`config.mk`:
```
export PLATFORM = sky130hd
export DESIGN_NAME = stack_unit
export DESIGN_NICKNAME = d
export VERILOG_FILES = /design/src/rtl/stack_pkg.sv /design/src/rtl/stack_regfile.sv /design/src/rtl/stack_unit.sv
export SDC_FILE = /design/constraint.sdc
export NUM_CORES = 1
export LEC_CHECK = 0
export BUFFER_PORTS_ARGS = -buffer_cell sky130_fd_sc_hd__buf_2
export CAP_MARGIN = 20
export CORE_ASPECT_RATIO = 1.1
export CORE_MARGIN = 5
export CORE_UTILIZATION = 63
export CTS_CLUSTER_DIAMETER = 100
export CTS_CLUSTER_SIZE = 14
export DETAILED_ROUTE_END_ITERATION = 12
export GPL_TIMING_DRIVEN = 0
export PLACE_DENSITY = 0.79
export SLEW_MARGIN = 20
export SYNTH_ARGS = -nofsm -noshare
export SYNTH_HDL_FRONTEND = slang
export SYNTH_SLANG_ARGS = --single-unit
```
`constraint.sdc`:
```
create_clock -name clk -period 5 [get_ports clk]
set_input_delay 0.25 -clock clk [delete_from_list [all_inputs] [get_ports clk]]
set_output_delay 0.25 -clock clk [all_outputs]
set_load 0.05 [all_outputs]
```
`src/rtl/stack_pkg.sv`:
```
// Shared definitions for the data and return stacks: op encodings and default widths.
package stack_pkg;

  localparam int unsigned STACK_WIDTH = 16;
  localparam int unsigned STACK_DEPTH = 32;
  localparam int unsigned STACK_OP_W  = 3;

  // Stack operation codes issued by the instruction decoder; 6 and 7 act as NONE.
  typedef enum logic [STACK_OP_W-1:0] {
    OP_NONE   = 3'd0,
    OP_PUSH   = 3'd1,
    OP_POPREP = 3'd2,
    OP_POP    = 3'd3,
    OP_POP2   = 3'd4,
    OP_SWAP   = 3'd5
  } stack_op_e;

  // Address width for an array of n entries, never narrower than one bit.
  function automatic int unsigned addr_width(input int unsigned n);
    return (n > 1) ? $clog2(n) : 1;
  endfunction

endpackage

```
`src/rtl/stack_regfile.sv`:
```
// Backing storage for entries below NOS: one synchronous write port, two combinational reads.
module stack_regfile
  import stack_pkg::*;
#(
  parameter int unsigned WIDTH = STACK_WIDTH,
  parameter int unsigned NUM   = STACK_DEPTH - 2,
  parameter int unsigned AW    = addr_width(NUM)
) (
  input  logic             clk,
  input  logic             we_i,
  input  logic [AW-1:0]    waddr_i,
  input  logic [WIDTH-1:0] wdata_i,
  input  logic [AW-1:0]    raddr0_i,
  input  logic [AW-1:0]    raddr1_i,
  output logic [WIDTH-1:0] rdata0_o,
  output logic [WIDTH-1:0] rdata1_o
);

  logic [WIDTH-1:0] mem_q [NUM];

  // Spill write; contents are don't-care after reset so no reset branch.
  always_ff @(posedge clk) begin
    if (we_i && (32'(waddr_i) < NUM)) begin
      mem_q[waddr_i] <= wdata_i;
    end
  end

  // Combinational reads; addresses outside the array read as zero.
  always_comb begin
    rdata0_o = '0;
    rdata1_o = '0;
    if (32'(raddr0_i) < NUM) rdata0_o = mem_q[raddr0_i];
    if (32'(raddr1_i) < NUM) rdata1_o = mem_q[raddr1_i];
  end

endmodule

```
`src/rtl/stack_unit.sv`:
```
// Data stack: TOS/NOS held in registers, deeper entries spilled to stack_regfile.
module stack_unit
  import stack_pkg::*;
#(
  parameter int unsigned WIDTH = STACK_WIDTH,
  parameter int unsigned DEPTH = STACK_DEPTH,
  parameter int unsigned CW    = $clog2(DEPTH + 1)
) (
  input  logic                  clk,
  input  logic                  reset,
  input  logic                  en,
  input  logic [STACK_OP_W-1:0] stackOP,
  input  logic [WIDTH-1:0]      wdata,
  input  logic                  err_clr,
  output logic [WIDTH-1:0]      tos,
  output logic [WIDTH-1:0]      nos,
  output logic [CW-1:0]         count,
  output logic                  empty,
  output logic                  full,
  output logic                  overflow,
  output logic                  underflow
);

  localparam int unsigned NUM = DEPTH - 2;
  localparam int unsigned AW  = addr_width(NUM);

  logic [WIDTH-1:0] tos_q, tos_d;
  logic [WIDTH-1:0] nos_q, nos_d;
  logic [CW-1:0]    cnt_q, cnt_d;
  logic             empty_q, empty_d;
  logic             full_q, full_d;
  logic             ovf_q, ovf_d;
  logic             unf_q, unf_d;

  logic             spill_we;
  logic [AW-1:0]    spill_addr;
  logic [AW-1:0]    rd0_addr;
  logic [AW-1:0]    rd1_addr;
  logic [WIDTH-1:0] rd0_data;
  logic [WIDTH-1:0] rd1_data;
  logic             ge2, ge3, ge4;

  assign ge2 = (cnt_q >= CW'(2));
  assign ge3 = (cnt_q >= CW'(3));
  assign ge4 = (cnt_q >= CW'(4));

  // Spill slot is count-2; the file's top is count-3 and the one below it count-4.
  assign spill_addr = AW'(cnt_q - CW'(2));
  assign rd0_addr   = AW'(cnt_q - CW'(3));
  assign rd1_addr   = AW'(cnt_q - CW'(4));

  stack_regfile #(
    .WIDTH (WIDTH),
    .NUM   (NUM),
    .AW    (AW)
  ) u_regfile (
    .clk      (clk),
    .we_i     (spill_we),
    .waddr_i  (spill_addr),
    .wdata_i  (nos_q),
    .raddr0_i (rd0_addr),
    .raddr1_i (rd1_addr),
    .rdata0_o (rd0_data),
    .rdata1_o (rd1_data)
  );

  // Op decode: legal ops update TOS/NOS/count, shortfalls only raise a sticky flag.
  always_comb begin
    tos_d    = tos_q;
    nos_d    = nos_q;
    cnt_d    = cnt_q;
    ovf_d    = err_clr ? 1'b0 : ovf_q;
    unf_d    = err_clr ? 1'b0 : unf_q;
    spill_we = 1'b0;
    if (en) begin
      case (stackOP)
        OP_PUSH: begin
          if (cnt_q == CW'(DEPTH)) begin
            ovf_d = 1'b1;
          end else begin
            spill_we = ge2;
            nos_d    = tos_q;
            tos_d    = wdata;
            cnt_d    = cnt_q + CW'(1);
          end
        end
        OP_POP: begin
          if (cnt_q == '0) begin
            unf_d = 1'b1;
          end else begin
            tos_d = nos_q;
            nos_d = ge3 ? rd0_data : '0;
            cnt_d = cnt_q - CW'(1);
          end
        end
        OP_POPREP: begin
          if (!ge2) begin
            unf_d = 1'b1;
          end else begin
            tos_d = wdata;
            nos_d = ge3 ? rd0_data : '0;
            cnt_d = cnt_q - CW'(1);
          end
        end
        OP_POP2: begin
          if (!ge2) begin
            unf_d = 1'b1;
          end else begin
            tos_d = ge3 ? rd0_data : '0;
            nos_d = ge4 ? rd1_data : '0;
            cnt_d = cnt_q - CW'(2);
          end
        end
        OP_SWAP: begin
          if (!ge2) begin
            unf_d = 1'b1;
          end else begin
            tos_d = nos_q;
            nos_d = tos_q;
          end
        end
        default: ;
      endcase
    end
    empty_d = (cnt_d == '0);
    full_d  = (cnt_d == CW'(DEPTH));
  end

  // State and status registers.
  always_ff @(posedge clk or negedge reset) begin
    if (!reset) begin
      tos_q   <= '0;
      nos_q   <= '0;
      cnt_q   <= '0;
      empty_q <= 1'b1;
      full_q  <= 1'b0;
      ovf_q   <= 1'b0;
      unf_q   <= 1'b0;
    end else begin
      tos_q   <= tos_d;
      nos_q   <= nos_d;
      cnt_q   <= cnt_d;
      empty_q <= empty_d;
      full_q  <= full_d;
      ovf_q   <= ovf_d;
      unf_q   <= unf_d;
    end
  end

  assign tos       = tos_q;
  assign nos       = nos_q;
  assign count     = cnt_q;
  assign empty     = empty_q;
  assign full      = full_q;
  assign overflow  = ovf_q;
  assign underflow = unf_q;

endmodule

```
After elaboration in Yosys (flattened, before gate mapping)
Memory sizes are Yosys's and may differ from the RTL's.
Cells that the tools add are included.

cells by class
  $mul = 0
  mux-type cells = 35
  bitwise operators = 0
  reductions and logical operators = 6
  magnitude comparators = 6
  div/mod/pow operators = 0
  add/subtract/negate cells = 5
  equality and inequality tests = 12
  shift-type cells = 0

operators with widths
  kind                 count
  $mux 16              13
  $pmux 16 s5          2
  $mux 6               5
  $pmux 6 s4           1
  $lt 5x5->1 const B   3
  $mux 1               13
  $eq 6x6->1 const B   2
  $ge 6x2->1 const B   2
  $logic_not 6->1      2
  $ne 2x2->1 const B   5
  $reduce_and 7->1     1
  $add 6x1->6 const B  1
  $eq 3x2->1 const B   2
  $eq 3x3->1 const B   2
  $ge 6x3->1 const B   1
  $sub 6x1->6 const B  1
  $sub 6x2->6 const B  1
  $reduce_bool 5->1    1
  $sub 5x2->5 const B  1
  $sub 5x3->5 const B  1
  $eq 3x1->1 const B   1
  $reduce_or 3->1      1
  $pmux 1 s2           1
  $logic_and 1x1->1    1

storage, ports and cells
  bits in writable memories = 480
  bits in read-only memories = 0
  input port bits = 23
  memories = 1
  latch bits = 0
  output and inout port bits = 42
  flip-flop bits (word level) = 42

memory list
  memory           words  bits a word  rd ports  clocked after Yosys merged registers in  wr ports  RTL line             source
  u_regfile.mem_q  30     16           2         0                                        1         stack_regfile.sv:19  logic [WIDTH-1:0] mem_q [NUM];

Longest topological paths before layout
  word-level depth = 7
  depth in mapped cells = 15
  gate-level depth less buffers = 8

By module
From an unflattened synthesis, not the netlist that was laid out.

second synthesis, totals
  cells, all modules = 1956
  area total of the unflattened synthesis = 25991.2 sq um

modules (own cells, without submodules)
  module         cells each  times used  seq. area each (sq um)  area an instance (sq um)
  stack_regfile  1574        1           14413.8                 22841.9
  stack_unit     382         1           1052.3                  3149.3

Least setup slack after synthesis
No wires, ideal clock.

  path type = reg-to-reg
  start = register cnt_q[2] (netlist: count[2])
  end = memory u_regfile.mem_q[29][0] (netlist bit) (enable)
  cell stages (with the launch flop) = 11
  setup slack = 0.557 ns
  arrival = 4.034 ns
  path buffers = 2
  library setup time = 0.409 ns
  cells stage by stage = dfrtp_1 buf_2 inv_1 clkbuf_1 ha_1 a21boi_0 xnor2_1 nor2_1 a211oi_2 nand2_1 nor3_1

on the way
  cells in the longest elaborated chain, start to end = 7
  elaborated cells between the ends (all ways) = 10
  those cells by class = 1 x add/sub; 2 x order compare; 1 x eq/ne; 5 x mux; 1 x reduce/logical

RTL lines
  what                                                 RTL line             source
  start, declared                                      stack_unit.sv:29     logic [CW-1:0] cnt_q, cnt_d;
  start signal, assigned                               stack_unit.sv:142    cnt_q <= cnt_d;
  branches (longest 7 deep; another with $sub 6x2->6)  --
  end, declared                                        stack_regfile.sv:19

Several ways; the timed one is not identified.

Worst setup path in the final report
  start = register cnt_q[0] (netlist: count[0])
  end = memory u_regfile.mem_q[7][3] (netlist bit) (enable)

Same word-level chain as after synthesis.

==> results.sh <==
export IMPL_synthTopCellsByCount="480 x edfxtp_1, 225 x mux4_2, 97 x nand2_1"
export IMPL_violations="negative setup slack"
export IMPL_wl_um=83400
export IMPL_insertion_delay_ps=590
export IMPL_ys_seq_area_share_pct=61.1
export IMPL_area_growth_pct=11.6
export IMPL_grt_max_degree=43
export IMPL_core_um2=40000
export IMPL_wl_per_cell_um=38.7
export IMPL_cts_max_level=2
export IMPL_drc=0
export IMPL_setup_violations_final=2
export IMPL_clkPwrFrac_pct=16.5
export IMPL_cts_root_buf="clkbuf_16"
export IMPL_die_area_um2=44300
export IMPL_start_kind="flop"
export IMPL_regArea_um2=15500
export IMPL_clock_path_buffers=3
export IMPL_dieWidth_um=201
export IMPL_synth_top_area_share_pct=56.9
export IMPL_r2r_end="u_regfile.mem_q[7][3]"
export IMPL_avgViaCountPerCell=7.91
export IMPL_drt_pass1_iterations=6
export IMPL_clock_skew_ps=22.3
export IMPL_min_path_type="in -> reg"
export IMPL_final_fill_count=2455
export IMPL_synthAdderAreaFrac_pct=0.642
export IMPL_reg2reg_slack_ps=-2
export IMPL_holdPathEnd="tos[9]"
export IMPL_gp_congestion=0.990
export IMPL_setup_slack_ps=-2.19
export IMPL_period_minus_slack_ps=5000
export IMPL_vias=17100
export IMPL_synth_top_flop_cell="edfxtp_1"
export IMPL_multiInputGateArea_um2=9460
export IMPL_netlist_top_cells_area="edfxtp_1 57%, mux4_2 20%, dfrtp_1 4.1%, mux2i_1 2.8%, nand2_1 1.4%"
export IMPL_netlist_instances=1475
export IMPL_first_global_vias=16800
export IMPL_drive_gt1_share_pct=31.2
export IMPL_max_slew_margin_pct=15.4
export IMPL_worst_pin_slew_ps=1270
export IMPL_drv_slew=0
export IMPL_synth_xor_area_share_pct=0.474
export IMPL_cts_clk_slew_worst_paths_ps=70
export IMPL_synth_most_common_cell="edfxtp_1"
export IMPL_crit_path_end_kind="flop"
export IMPL_ant_nets=0
export IMPL_dp_hpwl_um=55700
export IMPL_antenna_found_initial=1
export IMPL_yosysTopAreaCell="edfxtp_1"
export IMPL_synth_edf_count=480
export IMPL_yosys_warnings=0
export IMPL_cts_sinks=522
export IMPL_p_int_mw=10.8
export IMPL_holdWs_ps=24.4
export IMPL_p_comb_share_pct=51.3
export IMPL_p_switching_mw=8.74
export IMPL_synth_area_mux_share_pct=23.5
export IMPL_power_frac_seq_pct=32.2
export IMPL_initialDrtViolationCount=2862
export IMPL_setup_tns_ps=-2.53
export IMPL_drv_cap=0
export IMPL_antenna_cells=0
export IMPL_status="finished, violations left"
export IMPL_io_buffers=63
export IMPL_start_util_pct=63.3
export IMPL_reg2reg_from="count[0]"
export IMPL_fmax_mhz=200
export IMPL_hold_depth=3
export IMPL_cp_required_ps=5210
export IMPL_grt_use_total_pct=37.8
export IMPL_ir_worst_vdd_mv=0.421
export IMPL_cts_buffers=43
export IMPL_die_y_um=220
export IMPL_critPathMaxFanout=16
export IMPL_grt_pass1_wl_um=119000
export IMPL_arrival_ps=5210
export IMPL_synth_simple_area_share_pct=5.21
export IMPL_synth_top_family_by_area="multiplexers"
export IMPL_hp_start="wdata[9]"
export IMPL_async_reset_ff_share_pct=8.05
export IMPL_worst_r2r_path_depth=11
export IMPL_io_pins=65
export IMPL_avgSynthCellArea_um2=17.2
export IMPL_fin_nets=1647
export IMPL_synth_seq_cells=522
export IMPL_final_period_utilization_pct=100
export IMPL_tritoncts="built"
export IMPL_cellLeakagePower_nw=9.16
export IMPL_rows=77
export IMPL_synth_compound_area_share_pct=6.56
export IMPL_ys_types=80
export IMPL_p_per_area_nw_per_um2=693
export IMPL_grt_setup_unrepaired="yes"
export IMPL_grt_remaining_overflow=0
export IMPL_netlist_area_um2=25300
export IMPL_hold_violations=0
export IMPL_swShare_pct=44.7
export IMPL_syn_num_nets=1511
export IMPL_path_class="reg -> reg"
[per-stage QoR]
step / setup slack [ps] / utilization [%] / cell area (um2) / std cells / power [mW]
after global placement: -1380 / 65.7 / 26300 / 2051 / 15.7
after global routing: -7.00 / 70.7 / 28300 / 2158 / 20.0
final: -2.19 / 70.7 / 28300 / 2158 / 19.6
after detailed placement: -92.8 / 66.9 / 26800 / 2065 / 16.0
after CTS: 143 / 70.5 / 28200 / 2155 / 19.2
after floorplan: 557 / - / 25300 / 1475 / 12.5
[layout by cell type (no fill, tap or decap), types with 6 or more instances in the layout]
master | Yosys | layout
edfxtp_1 | 480 | 480
nand2_1 | 97 | 96
nand2b_1 | 11 | 11
buf_12 | 0 | 13
buf_2 | 51 | 111
mux4_2 | 225 | 225
dfrtp_2 | 0 | 6
o21ai_1 | 13 | 13
o32ai_1 | 7 | 7
nor2_1 | 81 | 53
o211ai_1 | 10 | 10
a32oi_1 | 18 | 18
a221oi_1 | 11 | 11
buf_1 | 5 | 6
o22ai_1 | 9 | 9
o21ai_0 | 10 | 10
nand3_1 | 38 | 38
nor2_4 | 0 | 28
o21a_1 | 9 | 9
buf_6 | 13 | 15
a22oi_1 | 11 | 11
a31oi_1 | 10 | 10
o2111ai_1 | 6 | 6
buf_4 | 15 | 22
clkbuf_16 | 0 | 45
clkbuf_1 | 23 | 54
ha_1 | 13 | 13
a22o_1 | 7 | 7
mux2i_1 | 70 | 70
dfrtp_1 | 41 | 35
a211oi_1 | 31 | 31
nand4_1 | 7 | 7
a2111oi_0 | 11 | 10
mux2_2 | 15 | 15
a21oi_1 | 29 | 29
[worst max-delay path by stage]
stage	from	endpoint	slack (ps)	cells past startpoint
2_1_floorplan	count[2]	u_regfile.mem_q[29][0]	560	10
6_report	count[0]	u_regfile.mem_q[7][3]	-2	11
4_1_cts	count[0]	nos[0]	140	15
5_1_grt	count[0]	u_regfile.mem_q[28][6]	-7	12
3_3_place_gp	count[0]	u_regfile.mem_q[29][6]	-1380	11
3_5_place_dp	count[2]	u_regfile.mem_q[4][10]	-90	10
[power by group through the flow]
stage          Combinational, mW  Clock (mW)  Sequential, mW
5_1_grt                     10.2        3.42            6.34
6_report                    10.0        3.23            6.30
4_1_cts                     9.70        3.22            6.28
3_3_place_gp                9.40           0            6.32
2_1_floorplan               5.89           0            6.58
3_5_place_dp                9.63           0            6.37
[per-layer routing]
metal,track usage [%],vias up,wire length [um]
li1,-,6475,-
met1,48.0,8589,27200
met2,57.9,1631,37500
met3,10.6,379,11600
met4,25.7,0,7140
met5,0,-,0
[critical path, stage by stage (launching register included)]
cell	delay (ps)
dfrtp_1	470
buf_6	180
buf_4	250
clkbuf_4	390
buf_4	330
inv_2	230
ha_1	320
nand4b_1	350
nand3_1	230
a211oi_2	480
nand2_1	530
nor2_4	830
[state kept, by name (all words and copies together), names as in the netlist]
name             cells
underflow            1
nos                 16
full                 1
u_regfile.mem_q    480
tos                 16
overflow             1
count                6
empty                1
[cell type report]
class,count,share of cell area [%]
plain buffers,107,2.22
clock buffers,78,4.42
clock inverters,1,0.0399
inverters,7,0.0930
multi-input cells,838,33.5
flip-flops and latches,522,54.8
well taps,513,2.27
repair buffers,92,2.70
[logic make-up (layout without fill, tap and decap cells)]
logic type	count (synthesis)	count (layout)
xor+xnor	12	12
mux	311	311
buf+inv	115	285
compound gates	225	225
flops	522	522
simple gates	277	277
fa+ha+maj	13	13
[repair_timing]
item,4_1_cts,5_1_grt
buffers inserted,7,3
resized for setup,1,7
endpoints found under the hold margin,44,0
pin swaps,7,2
hold buffers,5,0
endpoints found under the setup margin,270,262
Power figures use the tool's default switching activity.
